==> config.mk <==
export PLATFORM = sky130hd
export DESIGN_NAME = alu_issue_wb
export DESIGN_NICKNAME = d
export VERILOG_FILES = /design/src/rtl/alu_issue_wb.sv
export SDC_FILE = /design/constraint.sdc
export NUM_CORES = 1
export LEC_CHECK = 0
export ABC_CLOCK_PERIOD_IN_PS = 1480
export CAP_MARGIN = 20
export CORE_MARGIN = 2
export CORE_UTILIZATION = 49
export CTS_CLUSTER_SIZE = 30
export DETAILED_ROUTE_END_ITERATION = 10
export GPL_ROUTABILITY_DRIVEN = 0
export MAX_ROUTING_LAYER = met4
export PLACE_DENSITY = 0.8
export SETUP_SLACK_MARGIN = 0.2
export SYNTH_ARGS = -nofsm -noshare
export SYNTH_HDL_FRONTEND = slang
export SYNTH_SLANG_ARGS = --single-unit
==> constraint.sdc <==
create_clock -name clk -period 1.48 [get_ports clk]
set_input_delay 0.296 -clock clk [delete_from_list [all_inputs] [get_ports clk]]
set_output_delay 0.296 -clock clk [all_outputs]
set_load 0.02 [all_outputs]
==> src/rtl/alu_issue_wb.sv <==
// -----------------------------------------------------------------------------
// alu_issue_wb
//
// Issue/writeback stage around an external combinational ALU. It takes one
// command at a time and runs it through three phases:
//   IDLE  accept a command and read its operands from the register file
//   EXEC  drive the ALU from registered operands, then write back its result
//   RESP  hold the result on the response port until the consumer takes it
//
// Ports
//   clk, rst              single clock; synchronous active-high reset
//   cmd_valid/cmd_ready   command handshake (ready only in IDLE)
//   cmd_op                ALU operation select
//   cmd_rd                destination register
//   cmd_rs1, cmd_rs2      source registers for ALU A and ALU B
//   cmd_imm_en, cmd_imm   use the immediate instead of rf[cmd_rs2] for ALU B
//   alu_a/alu_b/alu_sel   registered operands and select driven to the ALU
//   alu_out, alu_carry,
//   alu_zero, alu_neg,
//   alu_ovf               ALU result and flags
//   res_valid/res_ready   result handshake (valid only in RESP)
//   res_data, res_flags   captured result and flags {C,Z,N,V}
//   flags                 architectural status register {C,Z,N,V}
//   dbg_addr, dbg_rdata   combinational register-file debug read port
// -----------------------------------------------------------------------------
module alu_issue_wb #(
  parameter int DATA_W = 8,
  parameter int REG_N  = 4,
  parameter int SEL_W  = 4,
  localparam int ADDR_W = $clog2(REG_N)
) (
  input  logic              clk,
  input  logic              rst,
  input  logic              cmd_valid,
  output logic              cmd_ready,
  input  logic [SEL_W-1:0]  cmd_op,
  input  logic [ADDR_W-1:0] cmd_rd,
  input  logic [ADDR_W-1:0] cmd_rs1,
  input  logic [ADDR_W-1:0] cmd_rs2,
  input  logic              cmd_imm_en,
  input  logic [DATA_W-1:0] cmd_imm,
  output logic [DATA_W-1:0] alu_a,
  output logic [DATA_W-1:0] alu_b,
  output logic [SEL_W-1:0]  alu_sel,
  input  logic [DATA_W-1:0] alu_out,
  input  logic              alu_carry,
  input  logic              alu_zero,
  input  logic              alu_neg,
  input  logic              alu_ovf,
  output logic              res_valid,
  input  logic              res_ready,
  output logic [DATA_W-1:0] res_data,
  output logic [3:0]        res_flags,
  output logic [3:0]        flags,
  input  logic [ADDR_W-1:0] dbg_addr,
  output logic [DATA_W-1:0] dbg_rdata
);

  typedef enum logic [1:0] {
    IDLE = 2'd0,
    EXEC = 2'd1,
    RESP = 2'd2
  } state_t;

  state_t              state_q, state_d;
  logic [DATA_W-1:0]   rf_q [REG_N];
  logic [DATA_W-1:0]   rf_d [REG_N];
  logic [SEL_W-1:0]    op_q, op_d;
  logic [ADDR_W-1:0]   rd_q, rd_d;
  logic [DATA_W-1:0]   a_q, a_d;
  logic [DATA_W-1:0]   b_q, b_d;
  logic [3:0]          flags_q, flags_d;
  logic [DATA_W-1:0]   res_data_q, res_data_d;
  logic [3:0]          res_flags_q, res_flags_d;
  logic                accept;
  logic [3:0]          alu_flags;

  assign cmd_ready = (state_q == IDLE);
  assign res_valid = (state_q == RESP);
  assign accept    = cmd_valid && cmd_ready;
  assign alu_flags = {alu_carry, alu_zero, alu_neg, alu_ovf};

  // The ALU sees only registered values, and they are held outside EXEC so
  // its inputs never glitch between commands.
  assign alu_a     = a_q;
  assign alu_b     = b_q;
  assign alu_sel   = op_q;
  assign res_data  = res_data_q;
  assign res_flags = res_flags_q;
  assign flags     = flags_q;
  assign dbg_rdata = rf_q[dbg_addr];

  always_comb begin
    state_d     = state_q;
    rf_d        = rf_q;
    op_d        = op_q;
    rd_d        = rd_q;
    a_d         = a_q;
    b_d         = b_q;
    flags_d     = flags_q;
    res_data_d  = res_data_q;
    res_flags_d = res_flags_q;
    case (state_q)
      IDLE: begin
        if (accept) begin
          // Operands are read here; the previous writeback has already
          // landed, so no forwarding is needed.
          op_d    = cmd_op;
          rd_d    = cmd_rd;
          a_d     = rf_q[cmd_rs1];
          b_d     = cmd_imm_en ? cmd_imm : rf_q[cmd_rs2];
          state_d = EXEC;
        end
      end
      EXEC: begin
        // Writeback is unconditional; backpressure only delays the next command.
        rf_d[rd_q]  = alu_out;
        flags_d     = alu_flags;
        res_data_d  = alu_out;
        res_flags_d = alu_flags;
        state_d     = RESP;
      end
      RESP: begin
        if (res_ready) begin
          state_d = IDLE;
        end
      end
      default: state_d = IDLE;
    endcase
  end

  always_ff @(posedge clk) begin
    if (rst) begin
      // Reset during EXEC drops the pending writeback entirely.
      state_q     <= IDLE;
      for (int i = 0; i < REG_N; i++) begin
        rf_q[i] <= '0;
      end
      op_q        <= '0;
      rd_q        <= '0;
      a_q         <= '0;
      b_q         <= '0;
      flags_q     <= '0;
      res_data_q  <= '0;
      res_flags_q <= '0;
    end else begin
      state_q     <= state_d;
      rf_q        <= rf_d;
      op_q        <= op_d;
      rd_q        <= rd_d;
      a_q         <= a_d;
      b_q         <= b_d;
      flags_q     <= flags_d;
      res_data_q  <= res_data_d;
      res_flags_q <= res_flags_d;
    end
  end

endmodule

==> impl_results.md <==
* Cell row count at 29
* Crit path kind: register to output pin
* CP required at 1180 ps
* Mapped Avg Cell Area at 9.53 µm²
* DRT iter0 DRCs at 467
* Fraction of layout cells with a size suffix above 1 at 63.7%
* Initial Util at 50.1%
* CTS Sinks at 68
* Clk slew on worst S/H paths at 70 ps
* Sequential area share after synthesis at 43.0%
* Crit end category: output pin
* Slew Limit Fails at 0
* # fillers at 286
* Fin nets at 515
* Post-route insts no fill at 559
* Mapped Cells at 332
* Slew headroom at 60.8%
* DRC viols at 0
* Sequential power share at 43.2%
* Hold Crit Depth at 3
* Final Cycle Share at 112%
* DR pass1 iterations at 5
* H-tree depth at 3
* Slowest-stage cell, CP: mux4_2
* Fin Clk Skew at 11.0 ps
* First-pass GRT wire length at 17.1 mm
* Hpwl dp at 5.87 mm
* Leakage Power at 2.24 nW
* Tot Pwr at 4.54 mW
* Combinational share of power at 23.3%
* Worst hold endpoint: alu_a[6]
* PwrDens at 826 mW/mm²
* Largest net degree at the start of global routing at 69
* Clock latency on the worst-skew pair at 360 ps
* Vias/cell at 6.29
* Area grow syn2layout at 73.7%
* Synthesis-stage register bit count at 68
* Hold Fails Final Rpt at 0
* Area post-placement at 0.00439 mm²
* Max-cap violations at 0
* Routed Antenna Nets at 0
* Fin area at 0.00550 mm²
* Reg2reg start: rf_q[24]
* Mapped cell area at 0.00316 mm²
* Achievable Freq at 0.605 GHz
* Port Buf Inserts at 82
* Post-Syn Nets at 369
* Net switching fraction of the power at 28.8%
* Worst r2r path cells at 5
* GR Util All Layers at 31.8%
* Net Sw Power at 1.31 mW
* WL final at 14.2 mm
* Yosys warnings at 0
* Failing checks: setup timing
* Critical R2R Capture: alu_b[0]
* Crit path DAT at 1360 ps
* Crit path cell chain: mux4_2 > buf_6
* Root Driver: clkbuf_8
* Vias post-DR at 3516
* Die outline height at 84.3 µm
* Inserted Clock Buffers at 9
* Worst setup margin at -173 ps
* Setup tns final at -1650 ps
* I/O pin total at 83
* GR Overflow Total at 0
* Final setup fails at 15
* RSZ-0062 raised after global routing: true
* Core area at 0.00631 mm²
* Initial antenna violation count at 0
* Crit-path max FO at 2
* Clk pwr share at 33.5%
* Max incr delay on CP at 520 ps
* WL/cell at 25.4 µm
* Multi-input gate area at 0.00212 mm²
* Placed insts at 510
* Crit path launch type: register
* Internal at 3.23 mW
* Die width at 84.3 µm
* Die area at 0.00711 mm²
* Hold Crit Class: input pin to register
* Hold Path Origin: rst
* Status: complete, but fails checks
* Cell variety after synth at 25
* Max Root-Sink Buffers at 2
* Period minus WS final at 1650 ps
* Setup slack, reg-to-reg at -160 ps
* CTS tree: yes
* Worst ir drop on vdd at 0.726 mV
* Worst-margin pin slew at 588 ps
* Diodes inserted at 0
* Register area at 0.00139 mm²
* Vias in the first global route at 3330
-- power by group through the flow --
stage	clock, mW	combinational, mW	sequential [mW]
floorplan	0	0.316	2.03
global placement	0	0.696	1.98
detailed placement	0	0.707	1.98
CTS	1.49	0.831	1.95
global route	1.59	1.09	1.96
finish	1.52	1.06	1.96
-- cell usage after synthesis, drive strengths merged --
cell type / count / area, µm²
clkbuf: 11 / 41.3
a21oi: 43 / 215
and4b: 1 / 10.0
nor3b: 1 / 12.5
nor2b: 3 / 18.8
dfxtp: 68 / 1360
nor2: 27 / 101
nor4b: 1 / 23.8
buf: 22 / 150
a222oi: 8 / 80.1
a211oi: 8 / 60.1
and4bb: 2 / 25.0
nand4b: 1 / 8.76
mux2i: 16 / 160
mux2: 16 / 188
nand2b: 2 / 12.5
mux4: 16 / 360
nand2: 84 / 315
or3b: 1 / 8.76
or4b: 1 / 10.0
-- layer usage --
layer / share of wire, % / global-route usage (%)
met3: 8.6 / 5.31
met2: 51 / 51.8
met1: 37 / 37.9
met5: 0 / -
met4: 4.1 / 16.3
-- kinds of logic (layout without fill, tap and decap cells) --
logic type / after synthesis / count (layout) / share of synthesized area [%]
and+or+nand+nor: 124 / 125 / 17.3
DFF: 68 / 68 / 43.0
muxes: 48 / 48 / 22.4
AOI/OAI and AO/OA: 59 / 59 / 11.2
buffers and inverters: 33 / 182 / 6.05
-- layout by cell type, fill, tap and decap left out, types with 3 or more instances in the layout --
cell,n
nor2_2,4
clkdlybuf4s15_2,12
mux2i_2,4
clkdlybuf4s50_1,31
mux2_4,7
mux4_2,16
dfxtp_2,19
nor2_1,19
clkbuf_8,10
buf_6,42
nor2_4,4
nand2_4,23
clkbuf_1,3
mux2i_1,11
mux2_2,9
nand2_1,34
a21oi_1,15
a211oi_2,6
buf_4,37
a21oi_2,28
buf_12,12
nand2_2,27
dfxtp_1,47
clkbuf_2,4
a222oi_1,8
buf_2,23
-- critical path, delay by kind of cell, from the launching register on --
kind / cells / cell delay (ps)
buf+inv: 1 / 160
flops: 1 / 320
mux: 1 / 520
-- per-stage QoR --
| step | setup WS (ps) | hold slack (ps) | utilization (%) |
|---|---|---|---|
| 2_1_floorplan | 168 | 432 | - |
| 5_1_grt | -196 | 478 | 87.0 |
| 3_5_place_dp | -858 | 447 | 69.5 |
| 4_1_cts | -125 | 430 | 79.3 |
| 3_3_place_gp | -848 | 441 | 69.5 |
| 6_report | -173 | 448 | 87.0 |
-- state kept, by name, indices dropped and copies added (netlist names) --
name,cells
alu_sel,4
alu_b,8
rd_q,2
rf_q,32
res_flags,4
state_q,2
alu_a,8
res_data,8
-- final cells by class --
cell class	count	share of cell area (%)
repair buffers	167	31.0
multi-input cells	232	38.6
well taps	77	1.75
flip-flops and latches	68	25.3
clock inverters	2	0.638
clock buffers	13	2.71
-- what timing repair did --
item | 4_1_cts | 5_1_grt
resized for setup | 249 | 154
hold endpoints to repair | 0 | 0
cloned | 4 | 2
pin swaps | 36 | 59
hold buffers | 0 | 0
endpoints found under the setup margin | 114 | 95
buffers inserted | 11 | 17
-- worst max path at each step --
stage	startpoint	endpoint	slack, ps
floorplan	cmd_rs2[0]	alu_b[6]	170
global placement	dbg_addr[0]	dbg_rdata[3]	-850
detailed placement	dbg_addr[0]	dbg_rdata[0]	-860
CTS	rf_q[8]	dbg_rdata[0]	-120
global route	rf_q[4]	alu_b[4]	-200
finish	rf_q[0]	dbg_rdata[0]	-170
Power figures use the tool's default switching activity.
